## src/rtl/link_distributor.sv

```systemverilog
// Egress distributor: fans a single drained word stream out to four links, each with a
// small FIFO. Routes by header destination, or stripes round-robin in multi_width mode.
module link_distributor #(
  parameter int unsigned DATA_WIDTH = 40,
  parameter int unsigned LINK_DEPTH = 2
) (
  input  logic                  clk,
  input  logic                  rst,
  input  logic                  multi_width,
  input  logic [DATA_WIDTH-1:0] in_data,
  input  logic                  in_valid,
  output logic                  in_ready,
  output logic [DATA_WIDTH-1:0] out_data0,
  output logic [DATA_WIDTH-1:0] out_data1,
  output logic [DATA_WIDTH-1:0] out_data2,
  output logic [DATA_WIDTH-1:0] out_data3,
  output logic                  out_valid0,
  output logic                  out_valid1,
  output logic                  out_valid2,
  output logic                  out_valid3,
  input  logic                  out_ready0,
  input  logic                  out_ready1,
  input  logic                  out_ready2,
  input  logic                  out_ready3,
  output logic [3:0]            link_full
);

  localparam int unsigned NumLinks = 4;
  localparam int unsigned PtrW     = (LINK_DEPTH > 1) ? $clog2(LINK_DEPTH) : 1;
  localparam int unsigned CntW     = $clog2(LINK_DEPTH + 1);
  localparam logic [CntW-1:0] DepthCnt = CntW'(LINK_DEPTH);

  typedef logic [DATA_WIDTH-1:0] word_t;

  word_t           mem_q    [NumLinks][LINK_DEPTH];
  word_t           mem_d    [NumLinks][LINK_DEPTH];
  logic [PtrW-1:0] wr_ptr_q [NumLinks];
  logic [PtrW-1:0] wr_ptr_d [NumLinks];
  logic [PtrW-1:0] rd_ptr_q [NumLinks];
  logic [PtrW-1:0] rd_ptr_d [NumLinks];
  logic [CntW-1:0] cnt_q    [NumLinks];
  logic [CntW-1:0] cnt_d    [NumLinks];
  logic [1:0]      stripe_ptr_q;
  logic [1:0]      stripe_ptr_d;

  logic [1:0]          dest;
  logic                push;
  logic [NumLinks-1:0] push_sel;
  logic [NumLinks-1:0] full;
  logic [NumLinks-1:0] nonempty;
  logic [NumLinks-1:0] out_ready_v;
  logic [NumLinks-1:0] pop;
  word_t               head     [NumLinks];
  word_t               out_data [NumLinks];
  logic [NumLinks-1:0] out_valid;

  assign out_ready_v = {out_ready3, out_ready2, out_ready1, out_ready0};

  always_comb begin
    for (int k = 0; k < NumLinks; k++) begin
      full[k]     = (cnt_q[k] == DepthCnt);
      nonempty[k] = (cnt_q[k] != '0);
      head[k]     = mem_q[k][rd_ptr_q[k]];
    end
  end

  // Full is judged on the pre-pop count, so a full link refuses a push even while draining.
  assign dest     = multi_width ? stripe_ptr_q : in_data[DATA_WIDTH-1 -: 2];
  assign in_ready = !rst && !full[dest];
  assign push     = in_valid && in_ready;
  assign pop      = nonempty & out_ready_v;

  always_comb begin
    push_sel = '0;
    if (push) begin
      push_sel[dest] = 1'b1;
    end
  end

  always_comb begin
    mem_d    = mem_q;
    wr_ptr_d = wr_ptr_q;
    rd_ptr_d = rd_ptr_q;
    cnt_d    = cnt_q;
    for (int k = 0; k < NumLinks; k++) begin
      if (push_sel[k]) begin
        mem_d[k][wr_ptr_q[k]] = in_data;
        wr_ptr_d[k]           = wr_ptr_q[k] + PtrW'(1);
      end
      if (pop[k]) begin
        rd_ptr_d[k] = rd_ptr_q[k] + PtrW'(1);
      end
      if (push_sel[k] && !pop[k]) begin
        cnt_d[k] = cnt_q[k] + CntW'(1);
      end else if (!push_sel[k] && pop[k]) begin
        cnt_d[k] = cnt_q[k] - CntW'(1);
      end
    end
  end

  // Held at 0 outside striping so every striping run begins on link 0.
  always_comb begin
    stripe_ptr_d = stripe_ptr_q;
    if (!multi_width) begin
      stripe_ptr_d = '0;
    end else if (push) begin
      stripe_ptr_d = stripe_ptr_q + 2'd1;
    end
  end

  always_ff @(posedge clk) begin
    if (rst) begin
      for (int k = 0; k < NumLinks; k++) begin
        for (int j = 0; j < LINK_DEPTH; j++) begin
          mem_q[k][j] <= '0;
        end
        wr_ptr_q[k] <= '0;
        rd_ptr_q[k] <= '0;
        cnt_q[k]    <= '0;
      end
      stripe_ptr_q <= '0;
    end else begin
      mem_q        <= mem_d;
      wr_ptr_q     <= wr_ptr_d;
      rd_ptr_q     <= rd_ptr_d;
      cnt_q        <= cnt_d;
      stripe_ptr_q <= stripe_ptr_d;
    end
  end

  // Outputs read as idle for the whole time rst is high, not just after the reset edge.
  always_comb begin
    out_valid = nonempty & {NumLinks{!rst}};
    link_full = full & {NumLinks{!rst}};
    for (int k = 0; k < NumLinks; k++) begin
      out_data[k] = rst ? '0 : head[k];
    end
  end

  assign out_data0  = out_data[0];
  assign out_data1  = out_data[1];
  assign out_data2  = out_data[2];
  assign out_data3  = out_data[3];
  assign out_valid0 = out_valid[0];
  assign out_valid1 = out_valid[1];
  assign out_valid2 = out_valid[2];
  assign out_valid3 = out_valid[3];

endmodule
```

## config.mk

```make
export PLATFORM = sky130hd
export DESIGN_NAME = link_distributor
export DESIGN_NICKNAME = d
export VERILOG_FILES = /design/src/rtl/link_distributor.sv
export SDC_FILE = /design/constraint.sdc
export NUM_CORES = 1
export LEC_CHECK = 0
export CORE_ASPECT_RATIO = 0.6
export CORE_MARGIN = 4
export CORE_UTILIZATION = 59
export CTS_CLUSTER_DIAMETER = 60
export DETAILED_ROUTE_END_ITERATION = 10
export HOLD_SLACK_MARGIN = 0.02
export PLACE_DENSITY = 0.92
export SYNTH_ARGS = -nofsm -noshare
export SYNTH_HDL_FRONTEND = slang
export SYNTH_SLANG_ARGS = --single-unit
export TNS_END_PERCENT = 1
```

## constraint.sdc

```tcl
create_clock -name clk -period 5.09 [get_ports clk]
set_clock_uncertainty 0.15 [all_clocks]
set_input_delay 1.018 -clock clk [delete_from_list [all_inputs] [get_ports clk]]
set_output_delay 1.018 -clock clk [all_outputs]
set_load 0.005 [all_outputs]
```

==> results.ini <==
[timing]
hold_ws_ns=0.303
post-route-period-util=0.874
hold_viol_final=0
maxSlewViolCount=0
period_needed_ns=4.45
grt_setup_unrepaired=false
tightest_slew_ns=1.21
slew-limit-headroom=0.195
tns_ns=0
setup_violations=0
clock.fmax_mhz=225

[placement]
dp_hpwl_um=27100
dp.cells=2295
port_buffers=216
place_congestion=0.861

[grt]
antenna_found_initial=0
grt_start_max_net_pins=142
overflow=0
grt_pass1_wl_um=67600
track_usage=0.290
first_global_vias=13100

[drt]
wl_per_cell_um=18.3
drt_iter0_markers=1646
ant_nets=0
drtPass1Iterations=7
route.vias.total=13700
remaining_drc_errors=0
wl_um=43000
vias_per_cell=5.84

[worst_setup_path]
critical_path_arrival_ns=3.28
required_ns=3.92
crit_top_cell=clkdlybuf4s50_1
crit_fanout=12
start_kind=input pin
path_cells=clkdlybuf4s50_1, or3_1, a21oi_1, a2111o_1, nor2_1, clkdlybuf4s50_1
cp-end-kind=primary output
crit_buf_inv=2
crit_type=in -> out
critPathMaxStageDelay_ns=0.77
reg2reg_slack_ns=2.34
crit_family=buffers and inverters
slowest_stage=clkdlybuf4s50_1

[final_layout]
final_cell_mix=nand2_1, dfxtp_1, a21oi_1, clkdlybuf4s50_1, nor2_1
finalNonFillerCells=2348
antenna_cells=0
final_common_cell=nand2_1
nNetsFinal=2057
fin_util=0.724
drive_above_1_share=0.0790
area.growth.synth_to_final_pct=18.9

[clock_network]
holdBufCountCts=0
clockBufferDepth=3
cts.repair.resized=0
cts_setup_buffers=0
htree_num_levels=1
clk_latency_ns=0.55
root_buffer=clkbuf_16
numCtsBuffers=30
clk_pin_slew_ns=0.06
cts_tree=done
cts.sinks=338

[floorplan]
die_area_mm2=0.0280
io_pins=217
die_y_um=131
num_rows=44
chipWidth_um=213
initial_core_util=0.609
core_area_mm2=0.0246

[run_status]
status=finished, final reports clean

[worst_hold_path]
holdCritPathClass=reg -> reg

[power]
vdd_drop_max_mv=0.222
switching_share=0.270
clkPwrFrac=0.375
combPwrFrac=0.135
power_leakage_uw=0.00566
p_seq_frac=0.489
p_sw_uw=1640
p_int_uw=4430
power_density_mw_per_mm2=342

[logic_synthesis]
synthTopCellsByArea=dfxtp_1, nand2_1, mux2i_1, a21oi_1, nor2_1
postSynthAreaPerCell_um2=7.75
synth_top_area_frac=0.453
yosysWarnings=0
ys.flop_type=dfxtp_1
syn-cell-area_mm2=0.0149
ys_seq_area_frac=0.453
synthCells=1928
synth.net_count=1980
yosys.cell_types.count=30
synth_edf_count=0
ys_ff_latch=338
synth.largest_area_cell=dfxtp_1
synth-async-reset-ratio=0

[job]
cap_viol_max_count=0

## cells in the mapped netlist, drive strengths merged (3+ instances only)
master    n
nand2   657
a221oi    3
a21oi   329
buf      87
or3b      3
nand3b    3
inv       4
nor2b     7
or3       7
ha        4
xor2     12
mux2i   160
and2      4
clkbuf  101
and2b     3
nand2b    9
o21ai    14
nor2    180
dfxtp   338
## final cells by class
class                           instances  area (µm²)
Clock buffer                           46         922
Clock inverter                          7        68.8
Fill cell                            1818        6790
Inverter                                4        15.0
Multi-Input combinational cell       1398        7210
Sequential cell                       338        6780
Tap cell                              322         403
Timing Repair Buffer                  233        2370
## worst reg2reg max path: stages (launching register included)
cell,delay [ns]
dfxtp_1,0.43
nand3_1,0.17
a221oi_2,0.55
nor2b_4,0.66
buf_4,0.44
nand2_1,0.14
a21oi_1,0.15
## kinds of logic after synthesis
logic type | share of synthesized area
buf+inv | 0.0673
flops | 0.453
simple gates | 0.232
fa+ha+maj | 0.00335
xor+xnor | 0.00703
mux | 0.107
compound gates | 0.131
## sequential cells by signal, summed over array words and instances (netlist names)
name and count:
wr_ptr_q 4, mem_q 320, cnt_q 8, rd_ptr_q 4, stripe_ptr_q 2
## power by group through the flow
stage / clock network, µW / logic [µW] / registers [µW]
floorplan: 0 / 709 / 2830
global placement: 0 / 787 / 3010
detailed placement: 0 / 805 / 3020
CTS: 2290 / 811 / 2960
global route: 2400 / 875 / 2980
finish: 2280 / 822 / 2970
## per-layer routing
layer	global-route usage	share of wire	routed length [µm]
met4	0.0838	0.023	1010
met1	0.403	0.42	17900
met2	0.468	0.46	19800
met5	0	0	0
met3	0.0512	0.10	4400
## metrics by stage
step           total power, µW  cell area (µm²)  setup slack [ns]
2_1_floorplan             3540            14900              1.89
3_3_place_gp              3790            16800             0.749
3_5_place_dp              3820            16800             0.676
4_1_cts                   6060            17800             0.672
5_1_grt                   6250            17800             0.608
6_report                  6070            17800             0.639
## worst paths after layout
path / start / end / depth (start not counted)
worst max register to register: stripe_ptr_q[0]$_SDFFE_PP0N_ / mem_q[46]$_SDFFE_PP0P_ / 6
worst max-delay path: in_data[39] / in_ready / 6
worst min register to register: mem_q[151]$_SDFFE_PP0P_ / mem_q[151]$_SDFFE_PP0P_ / 2
worst min-delay path: mem_q[151]$_SDFFE_PP0P_ / mem_q[151]$_SDFFE_PP0P_ / 2
Power figures use the tool's default switching activity.
